`config.mk`:
```
export PLATFORM = sky130hd
export DESIGN_NAME = datapath_core
export DESIGN_NICKNAME = d
export VERILOG_FILES = /design/src/rtl/datapath_core.sv
export SDC_FILE = /design/constraint.sdc
export NUM_CORES = 1
export LEC_CHECK = 0
export ABC_AREA = 0
export BUFFER_PORTS_ARGS = -buffer_cell sky130_fd_sc_hd__buf_2
export CAP_MARGIN = 20
export CORE_UTILIZATION = 40
export DETAILED_ROUTE_END_ITERATION = 6
export MAX_ROUTING_LAYER = met4
export SLEW_MARGIN = 20
export SYNTH_ARGS = -nofsm -noshare
export SYNTH_HDL_FRONTEND = slang
export SYNTH_SLANG_ARGS = --single-unit
```
`constraint.sdc`:
```
create_clock -name CLK -period 5.7 [get_ports CLK]
set_input_delay 1.14 -clock CLK [delete_from_list [all_inputs] [get_ports CLK]]
set_output_delay 1.14 -clock CLK [all_outputs]
set_load 0.05 [all_outputs]
```
`src/rtl/datapath_core.sv`:
```
// datapath_core: interrupt-driven 16-bit I/O datapath.
//
// Four host-written mailboxes feed a single accumulator (ACC). Rising edges
// on int0..int3 latch pending bits; one pending source is serviced per clock
// in fixed priority (0 highest). Each service applies that source's ALU op
// to ACC and publishes the result on lcdWData with a one-cycle syscallW.
//
// Ports:
//   CLK        - system clock, rising-edge active
//   Reset      - asynchronous active-low reset
//   intWrite   - mailbox write enable
//   int0..int3 - interrupt lines (int0 highest priority)
//   intDataIn  - mailbox write data
//   intLvl1/0  - mailbox select {intLvl1,intLvl0}
//   intr       - OR of pending bits (combinational)
//   intDataOut - mailbox value used by the last service
//   lcdWData   - ACC result of the last service
//   syscallW   - one-cycle strobe marking a new lcdWData

module datapath_core #(
  parameter int unsigned WIDTH = 16
) (
  input  logic             CLK,
  input  logic             Reset,
  input  logic             intWrite,
  input  logic             int0,
  input  logic             int1,
  input  logic             int2,
  input  logic             int3,
  input  logic [WIDTH-1:0] intDataIn,
  input  logic             intLvl1,
  input  logic             intLvl0,
  output logic             intr,
  output logic [WIDTH-1:0] intDataOut,
  output logic [WIDTH-1:0] lcdWData,
  output logic             syscallW
);

  logic [WIDTH-1:0] mbox_q [4];
  logic [WIDTH-1:0] acc_q;
  logic [3:0]       pend_q, pend_d;
  logic [3:0]       prev_q;
  logic [WIDTH-1:0] data_out_q;
  logic [WIDTH-1:0] lcd_q;
  logic             syscall_q;

  logic [3:0]       int_vec;
  logic [3:0]       rise;
  logic             svc;
  logic [1:0]       sel;
  logic [WIDTH-1:0] operand;
  logic [WIDTH-1:0] acc_new;
  logic [1:0]       wr_sel;

  assign int_vec = {int3, int2, int1, int0};
  assign wr_sel  = {intLvl1, intLvl0};

  always_comb begin
    rise = int_vec & ~prev_q;
    svc  = |pend_q;

    // Lowest index wins.
    sel = 2'd3;
    if (pend_q[0])      sel = 2'd0;
    else if (pend_q[1]) sel = 2'd1;
    else if (pend_q[2]) sel = 2'd2;

    // Read the pre-edge mailbox so a same-edge write does not affect service.
    operand = mbox_q[sel];

    acc_new = acc_q;
    unique case (sel)
      2'd0: acc_new = acc_q + operand;
      2'd1: acc_new = acc_q - operand;
      2'd2: acc_new = acc_q ^ operand;
      2'd3: acc_new = operand;
      default: acc_new = acc_q;
    endcase

    // Clear the serviced bit first, then OR in new rises so a same-edge
    // rise on the serviced source keeps it pending.
    pend_d = pend_q;
    if (svc) pend_d[sel] = 1'b0;
    pend_d = pend_d | rise;
  end

  always_ff @(posedge CLK or negedge Reset) begin
    if (!Reset) begin
      for (int i = 0; i < 4; i++) mbox_q[i] <= '0;
      acc_q      <= '0;
      pend_q     <= '0;
      prev_q     <= '0;
      data_out_q <= '0;
      lcd_q      <= '0;
      syscall_q  <= 1'b0;
    end else begin
      prev_q    <= int_vec;
      pend_q    <= pend_d;
      syscall_q <= svc;
      if (intWrite) mbox_q[wr_sel] <= intDataIn;
      if (svc) begin
        acc_q      <= acc_new;
        data_out_q <= operand;
        lcd_q      <= acc_new;
      end
    end
  end

  assign intr       = |pend_q;
  assign intDataOut = data_out_q;
  assign lcdWData   = lcd_q;
  assign syscallW   = syscall_q;

endmodule

```
-- Word level (Yosys, flattened, before mapping)
Cells that the tools add are included.
Widths: inputs -> output; s select.
- word-level logic and storage cells: 44
- register bits: 105
- mux-type cells: 13
- magnitude comparators: 5
- add/sub/neg operators: 2
- bitwise gates (word level): 8
- equal/unequal tests: 3
- reduce and logical (&&, ||, !) cells: 4
- operators with widths (operator ; count):
    $bwmux 64 ; 1
    $pmux 16 s4 ; 1
    $mux 16 ; 3
    $bmux 16 s2 ; 1
    $demux 16 s2 ; 1
    $add 16x16->16 ; 1
    $sub 16x16->16 ; 1
    $xor 16x16->16 ; 1
    $and 4x4->4 ; 2
    $not 4->4 ; 2
    $ge 3x3->1 const B ; 2
    $not 2->3 ; 2
    $eq 2x2->1 const B ; 2
    $mux 2 ; 2
    $mux 4 ; 1
    $or 4x4->4 ; 1
    $reduce_or 4->1 ; 1
    $lt 2x3->1 const B ; 1
    $lt 3x1->1 const B ; 1
    $demux 1 s2 ; 1
    $eq 2x1->1 const B ; 1
    $ge 2x1->1 const B ; 1
    $logic_and 1x1->1 ; 2
    $logic_not 2->1 ; 1
    $mux 1 ; 2

-- Depth between registers and ports, before layout
- word-level depth: 11
- depth in mapped cells: 21

-- Worst setup path after synthesis
Ideal clock, no wire load.
- kind: flip-flop to flip-flop
- start: register pend_q[2]
- end: register lcd_q[15], in the netlist lcdWData[15]
- path buffers: 2
- required time: 5618 ps
- setup slack: 1501 ps
- stages on the path, launching flop included: 22
- arrival: 4117 ps
- period minus slack after synthesis: 4199 ps
- cells stage by stage: dfrtp_1 -> buf_6 -> buf_4 -> mux2i_1 -> nand2_1 -> o211a_1 -> a21oi_1 -> ha_1 -> o21ai_1 -> nor3b_4 -> nand4_4 -> nor3_4 -> xnor2_1 -> mux2i_1 -> ha_1 -> a21o_1 -> a21o_1 -> a21oi_1 -> o31ai_1 -> o41a_1 -> a22o_1 -> a31oi_1
- cells in the longest elaborated chain, start to end: 9
- elaborated cells between the ends (all ways): 16
- those cells by class: add/sub: 2; eq/ne: 3; mux: 7; bitwise: 2; reduce/logical: 2
- ends and longest elaborated chain (element ; line ; RTL):
    start, declared ; 41 ; logic [3:0] pend_q, pend_d;
    start signal, assigned ; 98 ; pend_q <= pend_d;
    $mux 1 ; 66 ; else if (pend_q[2]) sel = 2'd2;
    $mux 2 ; 65 ; else if (pend_q[1]) sel = 2'd1;
    $mux 2 ; 64 ; if (pend_q[0]) sel = 2'd0;
    $not 2->3 (implied by the code) ; 69 ; operand = mbox_q[sel];
    $bmux 16 s2 ; 69 ;
    $mux 16 (implied by the code) (2 in series) ; 69 ;
    $sub 16x16->16, or another cell as far along ; 74 ; 2'd1: acc_new = acc_q - operand;
    $pmux 16 s4 ; 72 ; unique case (sel)
    end signal, assigned ; 104 ; lcd_q <= acc_new;
    end, declared ; 44 ; logic [WIDTH-1:0] lcd_q;
Several ways; a longest one is shown, not always the timed one. The select of a mux whose other input is x is not followed.
A chain may end at the register's enable or synchronous reset.

-- Worst setup path in the final report
- start: register pend_q[1]
- end: register lcd_q[15], in the netlist lcdWData[15]
- cells in the longest elaborated chain, start to end: 8
- elaborated cells between the ends (all ways): 15
- those cells by class: add/sub: 2; eq/ne: 3; mux: 6; bitwise: 2; reduce/logical: 2
- ends and longest elaborated chain (element ; line):
    $mux 2 ; 65
    $mux 2 ; 64
    $not 2->3 (implied by the code) ; 69
    $bmux 16 s2 ; 69
    $mux 16 (implied by the code) (2 in series) ; 69
    $sub 16x16->16, or another cell as far along ; 74
    $pmux 16 s4 ; 72
Several ways; a longest one is shown, not always the timed one. The select of a mux whose other input is x is not followed.

==> metrics.md <==
| Metric | Value |
|---|---|
| Yosys reg bits | `105` |
| Layout cells sized above 1 | `26.55%` |
| Final net count | `666` |
| Worst setup startpoint | `pend_q[1]` |
| Width of the die | `123.4 um` |
| Clock root cell | `clkbuf_16` |
| Number of max-cap violations | `0` |
| Status | `complete, no violations` |
| Post_cts resized | `0` |
| Post-synthesis mux area share | `15.90%` |
| Cts hold-fix bufs | `0` |
| Area leader, netlist | `dfrtp_1` |
| Met3 wire length | `653 um` |
| Total CTS buffers | `9` |
| I/O Buffers | `58` |
| Vias in the first global route | `4316` |
| Final worst-path cycle share | `81.38%` |
| CTS Sinks | `105` |
| Total grt overflow | `0` |
| Hpwl dp | `10580 um` |
| Critical path arrival | `4.87 ns` |
| Worst-path fanout max | `16` |
| Top Metal Used | `met4` |
| Clk slew on worst S/H paths | `0.07 ns` |
| Reg-to-reg startpoint | `pend_q[1]` |
| Worst-Skew Late Latency | `0.36 ns` |
| Synth unique cells | `70` |
| Static leakage | `2.964 nW` |
| Total track usage | `21.56%` |
| CTS tree | `done` |
| Fin crit period | `4.639 ns` |
| Max-slew headroom | `32.58%` |
| Worst Hold Class | `reg2reg` |
| GP Congestion | `0.9201` |
| Met2 wire len | `6760 um` |
| Adder-cell share of the synthesized area | `3.737%` |
| Warnings, synthesis | `0` |
| Post-DRT Antenna Nets | `0` |
| Synth Instances | `575` |
| Req. time, crit path | `5.93 ns` |
| Die area | `15220 um^2` |
| Setup TNS | `0 ns` |
| Mapped Area | `5893 um^2` |
| Largest family of logic cells by synthesized area | `compound AO/OA/AOI/OAI gates` |
| Max Root-Sink Buffers | `2` |
| H-tree depth | `3` |
| Final WL | `14770 um` |
| Startpoint class of the critical path | `register` |
| WL per Instance | `18.25 um` |
| Hold Startpoint | `prev_q[0]` |
| Async S/R FF share, synth | `100.0%` |
| Final setup vio count | `0` |
| Actual slew at the worst max-slew pin | `1.011 ns` |
| Remaining DRCs | `0` |
| Largest net degree at the start of global routing | `70` |
| Initial antenna violation count | `0` |
| Post-synth EDFFs | `0` |
| Initial core utilization | `41.65%` |
| Postcts setup bufs | `0` |
| DR pass1 iterations | `4` |
| RSZ-0062 raised after global routing | `false` |
| First-iteration detailed-routing DRC count | `270` |
| Power Total | `0.003273 W` |
| Io pins | `59` |
| Seq/Total Area, Yosys | `44.59%` |
| Die Y-Extent | `123.4 um` |
| Met1 Routed Length | `7139 um` |
| Count of pins over their slew limit | `0` |
| Synth-to-layout area growth | `12.27%` |
| VDD IR-drop max | `0.2768 mV` |
| Reg-to-reg slack, setup | `1.06 ns` |
| Pwr per Cell Area | `494.6 nW/um^2` |
| Core ar. | `14150 um^2` |
| XOR/XNOR Fraction of Synth Area | `3.715%` |
| Most used DFF post-synth | `dfrtp_1` |
| Syn nets | `617` |
| Simple-gate area share of the yosys netlist | `11.72%` |
| Setup Skew | `0.009141 ns` |
| Fmax | `215.6 MHz` |
| Synth Area in Compound Gates | `16.60%` |
| Area contributors post-synth | `dfrtp_1 (45%), mux2_2 (12%), a21oi_1 (3.9%), ha_1 (3.4%), nor2_1 (3.2%)` |
| Avg Inst Size Synth | `10.25 um^2` |
| DR vias/cell | `5.551` |
| Vias | `4491` |
| Final hold vios | `0` |
| Synth top area share | `44.59%` |
| Row count | `43` |
| First-pass GRT wire length | `23650 um` |
| Diodes inserted | `0` |
| Worst Setup Path Type | `reg2reg` |
| CP Capture Type | `register` |
power by group:
group | internal, W | leakage [nW] | switching [W] | total (W)
clock network | 0.000314 | 0.135 | 0.000287 | 0.000602
logic | 0.000576 | 1.58 | 0.00100 | 0.00158
registers | 0.000927 | 1.25 | 0.000167 | 0.00109
total | 0.00182 | 2.96 | 0.00146 | 0.00327
flip-flops by register name (all words and copies together) (netlist names):
| name | flops |
|---|---|
| mbox_q | 64 |
| intDataOut | 16 |
| lcdWData | 16 |
| pend_q | 4 |
| prev_q | 4 |
| syscallW | 1 |
cell usage after synthesis, types with 3 or more instances:
master	n
clkbuf_1	13
mux2_2	63
xnor2_1	13
inv_2	5
buf_4	4
mux2i_1	19
nand2_1	49
a221oi_1	3
o21ai_1	11
a21oi_1	46
o21ai_0	26
a21o_1	7
a211oi_1	9
nand4_1	3
dfrtp_1	105
nor2_1	51
buf_1	3
ha_1	16
o221ai_1	3
a31oi_1	5
xor2_1	12
o21a_1	4
nand3_1	8
o31ai_1	4
buf_2	5
nor2b_1	5
nand3b_1	3
inv_1	17
o22ai_1	9
routing by layer:
layer / track usage [%] / vias up
li1: - / 2165
met1: 30.51 / 2220
met2: 31.49 / 92
met3: 3.690 / 14
met4: 6.476 / 0
met5: - / -
cells by family after synthesis:
logic type,count (synthesis)
flip-flops,105
buffers and inverters,49
AO/OA/AOI/OAI,152
multiplexers,85
XOR/XNOR,25
adder cells (fa/ha/maj),17
AND/OR/NAND/NOR,142
metrics by stage:
| step | setup WS [ns] | hold slack [ns] | instance area, um^2 | instances | util [%] |
|---|---|---|---|---|---|
| 2_1_floorplan | 1.501 | 0.3777 | 5893 | 575 | - |
| 6_report | 1.061 | 0.3928 | 6616 | 809 | 46.76 |
| 3_5_place_dp | 1.089 | 0.3842 | 6331 | 793 | 44.74 |
| 3_3_place_gp | 1.244 | 0.3836 | 6331 | 793 | 44.74 |
| 5_1_grt | 0.6687 | 0.4106 | 6616 | 809 | 46.76 |
| 4_1_cts | 1.084 | 0.3939 | 6614 | 809 | 46.74 |
worst max-delay path, cell delays in order, from the launching register on:
cell and delay (ns):
dfrtp_1 0.68, inv_2 0.15, o211a_1 0.25, a21oi_1 0.35, ha_1 0.26, o21ai_1 0.11, nor3b_4 0.29, nand4_4 0.16
nor3_4 0.21, xnor2_1 0.14, mux2i_1 0.10, ha_1 0.37, a21o_1 0.20, a21o_1 0.16, a21oi_1 0.13, o31ai_1 0.15
o41a_1 0.44, a311oi_1 0.28, a31oi_1 0.06
layout by cell type (no fill, tap or decap), types with 3 or more instances in the layout:
master / n
a211oi_1: 9
a21o_1: 7
a21oi_1: 46
a221oi_1: 3
a31oi_1: 5
buf_2: 57
buf_4: 8
clkbuf_16: 9
dfrtp_1: 105
ha_1: 16
inv_1: 17
inv_2: 5
mux2_2: 63
mux2i_1: 19
nand2_1: 49
nand3_1: 8
nand3b_1: 3
nand4_1: 3
nor2_1: 50
nor2_2: 3
nor2b_1: 5
o21a_1: 4
o21ai_0: 26
o21ai_1: 11
o221ai_1: 3
o22ai_1: 9
o31ai_1: 4
xnor2_1: 13
xor2_1: 12
worst paths after layout:
| path | depth (start not counted) | endpoint |
|---|---|---|
| worst max-delay path | 18 | lcdWData[15] |
| worst min-delay path | 1 | pend_q[0] |
| worst max register to register | 18 | lcdWData[15] |
| worst min register to register | 1 | pend_q[0] |
| max in group asynchronous | 2 | mbox_q[50] |
| min in group asynchronous | 1 | mbox_q[11] |
final cells by class:
cell class              count  area [um^2]
flip-flops and latches    105         2628
fillers                  1345         7533
multi-input cells         421         3053
inverters                  22        82.58
clock inverters             4        36.28
clock buffers              12        246.5
repair buffers             65        345.3
well taps                 180        225.2
Power figures use the tool's default switching activity.
